===== src/rtl/ravenslofty_chess_core.sv =====
// ravenslofty_chess_core: quad-SPI chess board store.
// A host clocks 4-bit nibbles in (sdi) and out (sdo). Commands: 0x01 WRITE,
// 0x02 READ, 0x03 CLEAR. The board holds 64 squares of 4-bit piece codes.
// Optional feature macro: CHESS_CLEAR_EN enables the 0x03 CLEAR command;
// without it 0x03 is treated like any other unknown command.
`timescale 1ns/1ps
module ravenslofty_chess_core (
  input  logic       i_clk,
  input  logic       i_rst,
  input  logic       i_sck,
  input  logic       i_cs_n,
  input  logic [3:0] i_sdi,
  output logic [3:0] o_sdo
);

  typedef enum logic [3:0] {
    IDLE    = 4'd0,
    CMD_HI  = 4'd1,
    CMD_LO  = 4'd2,
    ADDR_HI = 4'd3,
    ADDR_LO = 4'd4,
    WDATA   = 4'd5,
    TURN    = 4'd6,
    RDATA   = 4'd7,
    IGNORE  = 4'd8
  } state_t;

  logic       r_sck_meta, r_sck_sync, r_sck_prev;
  logic       r_cs_meta, r_cs_sync;
  logic [3:0] r_sdi_meta, r_sdi_sync;
  state_t     r_state;
  logic [3:0] r_cmd_hi;
  logic       r_is_read;
  logic [1:0] r_addr_hi;
  logic [5:0] r_ptr;
  logic       r_turn;
  logic [3:0] r_sdo;
  logic [3:0] r_board [64];
  logic       w_sck_rise;

  assign w_sck_rise = r_sck_sync & ~r_sck_prev;
  assign o_sdo      = r_sdo;

  // Bring the host-domain pins into clk via two-flop synchronisers.
  always_ff @(posedge i_clk) begin
    if (i_rst) begin
      r_sck_meta <= 1'b0;
      r_sck_sync <= 1'b0;
      r_sck_prev <= 1'b0;
      r_cs_meta  <= 1'b1;
      r_cs_sync  <= 1'b1;
      r_sdi_meta <= 4'd0;
      r_sdi_sync <= 4'd0;
    end else begin
      r_sck_meta <= i_sck;
      r_sck_sync <= r_sck_meta;
      r_sck_prev <= r_sck_sync;
      r_cs_meta  <= i_cs_n;
      r_cs_sync  <= r_cs_meta;
      r_sdi_meta <= i_sdi;
      r_sdi_sync <= r_sdi_meta;
    end
  end

  // Transaction FSM, square pointer, board storage and read-data register.
  // A deselect has priority over a same-cycle sck rise, so that nibble is dropped.
  always_ff @(posedge i_clk) begin
    if (i_rst) begin
      r_state   <= IDLE;
      r_cmd_hi  <= 4'd0;
      r_is_read <= 1'b0;
      r_addr_hi <= 2'd0;
      r_ptr     <= 6'd0;
      r_turn    <= 1'b0;
      r_sdo     <= 4'd0;
      for (int i = 0; i < 64; i++) begin
        r_board[i] <= 4'd0;
      end
    end else if (r_cs_sync) begin
      r_state <= IDLE;
      r_sdo   <= 4'd0;
    end else begin
      case (r_state)
        IDLE: begin
          r_state <= CMD_HI;
          r_sdo   <= 4'd0;
        end
        CMD_HI: begin
          if (w_sck_rise) begin
            r_cmd_hi <= r_sdi_sync;
            r_state  <= CMD_LO;
          end
        end
        CMD_LO: begin
          if (w_sck_rise) begin
            case ({r_cmd_hi, r_sdi_sync})
              8'h01: begin
                r_is_read <= 1'b0;
                r_state   <= ADDR_HI;
              end
              8'h02: begin
                r_is_read <= 1'b1;
                r_state   <= ADDR_HI;
              end
`ifdef CHESS_CLEAR_EN
              8'h03: begin
                for (int i = 0; i < 64; i++) begin
                  r_board[i] <= 4'd0;
                end
                r_state <= IGNORE;
              end
`endif
              default: r_state <= IGNORE;
            endcase
          end
        end
        ADDR_HI: begin
          // Address bits 7:6 are don't-care; only 5:4 are kept.
          if (w_sck_rise) begin
            r_addr_hi <= r_sdi_sync[1:0];
            r_state   <= ADDR_LO;
          end
        end
        ADDR_LO: begin
          if (w_sck_rise) begin
            r_ptr   <= {r_addr_hi, r_sdi_sync};
            r_turn  <= 1'b0;
            r_state <= r_is_read ? TURN : WDATA;
          end
        end
        WDATA: begin
          if (w_sck_rise) begin
            r_board[r_ptr] <= r_sdi_sync;
            r_ptr          <= r_ptr + 6'd1;
          end
        end
        TURN: begin
          // Second turnaround rise launches the first read nibble.
          if (w_sck_rise) begin
            if (r_turn) begin
              r_sdo   <= r_board[r_ptr];
              r_state <= RDATA;
            end else begin
              r_turn <= 1'b1;
            end
          end
        end
        RDATA: begin
          // Host has sampled the current nibble on this rise; present the next.
          if (w_sck_rise) begin
            r_sdo <= r_board[r_ptr + 6'd1];
            r_ptr <= r_ptr + 6'd1;
          end
        end
        IGNORE: begin
          r_sdo <= 4'd0;
        end
        default: begin
          r_state <= IDLE;
          r_sdo   <= 4'd0;
        end
      endcase
    end
  end

endmodule


===== config.mk =====
export PLATFORM = sky130hd
export DESIGN_NAME = ravenslofty_chess_core
export DESIGN_NICKNAME = d
export VERILOG_FILES = /design/src/rtl/ravenslofty_chess_core.sv
export SDC_FILE = /design/constraint.sdc
export NUM_CORES = 1
export LEC_CHECK = 0
export ABC_AREA = 0
export CAP_MARGIN = 20
export CORE_MARGIN = 2
export CORE_UTILIZATION = 47
export CTS_CLUSTER_SIZE = 14
export DETAILED_ROUTE_END_ITERATION = 8
export GPL_ROUTABILITY_DRIVEN = 0
export SLEW_MARGIN = 15
export SYNTH_ARGS = -nofsm -noshare
export SYNTH_HDL_FRONTEND = slang
export SYNTH_SLANG_ARGS = --single-unit

===== constraint.sdc =====
create_clock -name i_clk -period 4.6 [get_ports i_clk]
set_input_delay 0.46 -clock i_clk [delete_from_list [all_inputs] [get_ports i_clk]]
set_output_delay 0.46 -clock i_clk [all_outputs]
set_load 0.02 [all_outputs]

==> impl_metrics.json, run 1 <==
{
  "outcome": "finished clean",
  "endpoint_kind": "flop",
  "die_x_um": 186.5,
  "rsz0062_at_grt": "false",
  "fin_tns_setup_ps": 0,
  "grt_overflow": 0,
  "start_util_pct": 47.87,
  "yosys.area_share.xor_xnor_pct": 0.4316,
  "fmax_ghz": 0.3000,
  "syn2layout_area_growth_pct": 10.09,
  "nets": 1271,
  "cts_num_sinks": 297,
  "clk_pin_slew_ps": 60,
  "cts_tree": "built",
  "critPathLaunchType": "flop",
  "slew_violations": 0,
  "power.total_w": 0.005976,
  "die_y_um": 186.5,
  "worst_hold_slack_ps": 332.7,
  "min_period_ps": 3333,
  "cts_buffers": 34,
  "rows": 66,
  "cts_setup_buffers": 0,
  "post_cts_resized": 0,
  "drive_gt1_share_pct": 14.92,
  "worstMarginPinSlew_ps": 1080,
  "grt.total_usage_pct": 27.78,
  "totalWireLength_um": 47720,
  "synth_cells": 1289,
  "max_slew_margin_pct": 27.93,
  "insertedDiodeCount": 0,
  "cts.htree.levels": 2,
  "synth-compound-area-share_pct": 8.513,
  "hold_path_class": "input port to flop",
  "die_area_um2": 34780,
  "routedWlPerCell_um": 27.60,
  "synth_area_leaders": "edfxtp_1, mux4_2, nor2_1",
  "port_buffers": 11,
  "cts-root-buf": "clkbuf_16",
  "path_common_cell": "nor3_1",
  "worst_ep_arrival_time_ps": 3530,
  "grt_pass1_vias": 10967,
  "syn_area_um2": 15650,
  "seq_area_frac_synth_pct": 54.35,
  "path_max_fanout": 14,
  "drtAntennaViolNets": 0,
  "grt_max_degree": 55,
  "synth-simple-area-share_pct": 13.11,
  "hold_violations": 0,
  "synth_common_cells": "nor2_1, edfxtp_1, mux2i_1",
  "drtPass1Iterations": 5,
  "finalSetupViolCount": 0,
  "path_class": "flop to flop",
  "crit_slowest_cell": "nor3_1",
  "leakage_nw": 5.626,
  "drc": 0,
  "utilization_pct": 52.70,
  "ios": 12,
  "vias": 10957,
  "period_share_pct": 72.45,
  "postSynth.asyncResetShare_pct": 0,
  "clkLatencyLatePin_ps": 520,
  "synth_ff_type": "edfxtp_1",
  "synth_top_area_share_pct": 49.11,
  "grt_pass1_wl_um": 71660,
  "fin_worst_skew_ps": 9.506,
  "path_cells": "and3b_1 -> nand2_1 -> nor3_1 -> nand2b_1 -> nor3_1 -> buf_4 -> a21o_1",
  "powerDensity_nw_per_um2": 346.8,
  "synth_cell_types": 54,
  "synth_edf_count": 256,
  "drt_iter0_drc": 1366,
  "cts_hold_repair.buffers": 0,
  "antenna_found_initial": 0,
  "synthAdderAreaFrac_pct": 0.07993,
  "yosys_register_bits": 297,
  "synth_nets": 1298,
  "peakVddDrop_v": 0.0002871,
  "post-synth-top-area-cell": "edfxtp_1",
  "synthMuxAreaShare_pct": 20.22,
  "coreArea_um2": 32700,
  "viasPerCell": 6.337,
  "hpwl_um": 32050,
  "synth_top_family_by_area": "multiplexers",
  "avgSynthCellArea_um2": 12.14,
  "synth.most_common_cell": "nor2_1",
  "cts_buffer_depth": 3,
  "synth_warnings": 0,
  "cp_data_required_time_ps": 4800,
  "drv_cap": 0,
  "max_stage_delay_ps": 640
}
-- kinds of logic after synthesis --
family	Yosys count
buffers and inverters	111
muxes	198
xor gates and xnor gates	6
adders and majority gates	1
AOI/OAI and AO/OA	188
DFF	297
and+or+nand+nor	488
-- routing by layer --
metal | up-vias | wire length, um | GRT usage [%]
met5 | - | 0 | 0
met4 | 0 | 2254 | 12.64
met3 | 123 | 3600 | 4.495
met2 | 512 | 22480 | 44.33
met1 | 5558 | 19390 | 37.69
li1 | 4764 | - | -
-- power by group --
part           total (W)  leakage, nW  internal, W  switching [W]
Combinational   0.000194         2.11    0.0000826       0.000111
Sequential       0.00306         2.98      0.00300      0.0000606
Clock            0.00272        0.539      0.00165        0.00108
Total            0.00598         5.63      0.00473        0.00125
-- registers in the layout, summed over array words and instances (netlist names), 2 cells and up, named ones only --
name        flops
o_sdo           4
r_addr_hi       2
r_board       256
r_cmd_hi        4
r_ptr           6
r_sdi_meta      4
r_sdi_sync      4
r_state         4
-- layout make-up --
| class | instances | area (um^2) |
|---|---|---|
| well taps | 442 | 553.0 |
| fillers | 2865 | 15470 |
| flip-flops and latches | 297 | 8517 |
| clock inverters | 14 | 138.9 |
| multi-input cells | 881 | 6663 |
| repair buffers | 43 | 370.4 |
| clock buffers | 47 | 973.4 |
| inverters | 5 | 18.77 |
-- final timing paths --
kind              start              to  slack (ps)  depth (start not counted)
max          r_state[2]  r_board[56][1]        1270                          7
min               i_rst        o_sdo[1]         330                          3
max reg2reg  r_state[2]  r_board[56][1]        1270                          7
min reg2reg   r_cs_meta       r_cs_sync         410                          1
-- cells in the final DEF (no fill, tap or decap), types with 11 or more instances in the layout --
cell type	count
mux4_2	94
clkbuf_16	37
edfxtp_1	256
a211oi_1	12
a21oi_1	33
nor2_1	313
dfxtp_1	38
a22oi_1	28
buf_4	30
a21o_1	65
nand2_1	79
nor2b_1	17
nand3_1	16
and2_1	11
mux2i_1	98
-- worst max-delay path: cells and delay by family (launching register included) --
family | cells | cell delay, ps
simple gates | 5 | 1850
flops | 1 | 560
buf+inv | 1 | 320
compound gates | 1 | 280
-- metrics by stage --
stage               worst slack (ps)  instance area (um^2)  std cells
finish                          1267                 17230       1729
global route                   996.9                 17230       1729
CTS                             1214                 17210       1728
detailed placement              1230                 16100       1667
global placement                1270                 16100       1667
floorplan                       2204                 15650       1289
Power figures use the tool's default switching activity.
==> inputs of run 2 (changes only) <==
- clock period: 4.6 -> 2.9 ns (I/O delays scaled with it)
==> run 2 against run 1 <==
  * Highest routed layer unchanged
  * Final cell count grew 2.7%
  * Via count rose by 0.95%
  * Sequential cell count stayed put
  * Sequential power is 58% higher
  * Combinational power is 73% higher
  * Register-to-register slack worse by 1100 ps
  * Critical path type unchanged
  * Clock power up 62%
  * Routed wire length is 0.85% lower
  * Die area is the same
  * Clock skew grew 4.7 ps
  * Count of clock-buffer cells in the layout down 5
  * Largest power group unchanged
==> impl_metrics.json, run 2 (same netlist as run 1, synthesis figures left out) <==
{
  "grt_pass1_wl_um": 70820,
  "die_x_um": 186.5,
  "antenna_found_initial": 0,
  "vias": 11061,
  "finalSetupViolCount": 0,
  "setup_slack_ps": 204.4,
  "crit_slowest_cell": "xnor2_2",
  "hold_violations": 0,
  "cts.htree.levels": 2,
  "dp_slack_ps": 195.9,
  "leakage_nw": 5.892,
  "clkLatencyLatePin_ps": 510,
  "path_class": "flop to flop",
  "dp_cells": 1713,
  "top_regs": "r_board x256, r_ptr x6",
  "num-fill-cells": 2841,
  "cts_hold_repair.buffers": 0,
  "cts_tree": "built",
  "largest-register": "r_board",
  "routedWlPerCell_um": 26.66,
  "hpwl_um": 33510,
  "design_area_um2": 17670,
  "viasPerCell": 6.232,
  "start_util_pct": 47.87,
  "largest_reg_flops": 256,
  "rows": 66,
  "port_buffers": 11,
  "hold_path_class": "input port to flop",
  "endpoint_kind": "flop",
  "path_cells": "buf_4 -> and3_1 -> xnor2_2 -> a211oi_1 -> a211oi_1 -> a21oi_1 -> nand4_1 -> o221a_1",
  "powerDensity_nw_per_um2": 541.9,
  "nets": 1317,
  "fin_cells": 1775,
  "layout_commonest_cell": "nor2_1",
  "period_share_pct": 92.95,
  "outcome": "finished clean",
  "worstMarginPinSlew_ps": 897.2,
  "fin_worst_skew_ps": 14.18,
  "drv_cap": 0,
  "cts_num_sinks": 297,
  "syn2layout_area_growth_pct": 12.90,
  "grt_max_degree": 70,
  "max_slew_margin_pct": 39.89,
  "drtAntennaViolNets": 0,
  "drt_iter0_drc": 1185,
  "ios": 12,
  "insertedDiodeCount": 0,
  "totalWireLength_um": 47320,
  "cp_data_required_time_ps": 3360,
  "path_max_fanout": 25,
  "fin_tns_setup_ps": 0,
  "fmax_ghz": 0.3710,
  "drive_gt1_share_pct": 18.23,
  "min_period_ps": 2696,
  "worst_ep_arrival_time_ps": 3150,
  "peakVddDrop_v": 0.0004861,
  "placed_cell_area_um2": 16510,
  "grt_pass1_vias": 10964,
  "cts_buffers": 35,
  "layout_common_cells": "nor2_1, edfxtp_1, mux2i_1",
  "cts-root-buf": "clkbuf_16",
  "coreArea_um2": 32700,
  "grt_overflow": 0,
  "slew_violations": 0,
  "grt.total_usage_pct": 27.39,
  "die_area_um2": 34780,
  "max_stage_delay_ps": 710,
  "cts_buffer_depth": 3,
  "critPathLaunchType": "flop",
  "drtPass1Iterations": 5,
  "rsz0062_at_grt": "false",
  "clk_pin_slew_ps": 60,
  "drc": 0,
  "path_common_cell": "a211oi_1",
  "die_y_um": 186.5,
  "r2r_slack_ps": 200
}
[run 2: per-stage QoR]
step / utilization [%] / hold slack (ps) / power (W)
floorplan: - / 389.5 / 0.005109
global placement: 50.49 / 391.6 / 0.005250
detailed placement: 50.49 / 399.1 / 0.005255
CTS: 54.01 / 190.6 / 0.009633
global route: 54.04 / 233.9 / 0.009840
finish: 54.04 / 201.7 / 0.009578
[run 2: worst paths after layout]
check,startpoint,to,cells past startpoint
worst max-delay path,r_ptr[0],o_sdo[3],8
worst min-delay path,i_rst,o_sdo[0],4
worst max register to register,r_ptr[0],o_sdo[3],8
worst min register to register,r_cs_meta,r_cs_sync,1
[run 2: layout make-up]
class,instances,area (um^2),area share [%]
clock inverters,20,186.4,1.055
flip-flops and latches,297,8518,48.20
well taps,442,553.0,3.129
multi-input cells,881,6661,37.69
repair buffers,88,770.7,4.361
clock buffers,42,964.7,5.458
inverters,5,18.77,0.1062
[run 2: routing by layer]
| layer | wire length (um) | part of all wire [%] | GRT usage [%] |
|---|---|---|---|
| met2 | 22080 | 47 | 43.54 |
| met4 | 1885 | 4.0 | 10.44 |
| met1 | 18990 | 40 | 38.16 |
| met3 | 4357 | 9.2 | 4.420 |
| met5 | 0 | 0 | 0 |
[run 2: repair_timing]
| action | 4_1_cts | 5_1_grt |
|---|---|---|
| setup buffers | 0 | 0 |
| endpoints found under the setup margin | 0 | 1 |
| resized for setup | 0 | 2 |
[run 2: worst max-delay path, delay by kind of cell, from the launching register on]
family | cells | cell delay [ps]
and+or+nand+nor | 2 | 380
xor gates and xnor gates | 1 | 710
buffers and inverters | 1 | 260
DFF | 1 | 360
AOI/OAI and AO/OA | 4 | 910
[run 2: where the power goes]
group          leakage (nW)  internal (W)  switching [W]
combinational          2.36      0.000135       0.000201
sequential             2.98       0.00476      0.0000804
clock                 0.557       0.00264        0.00176
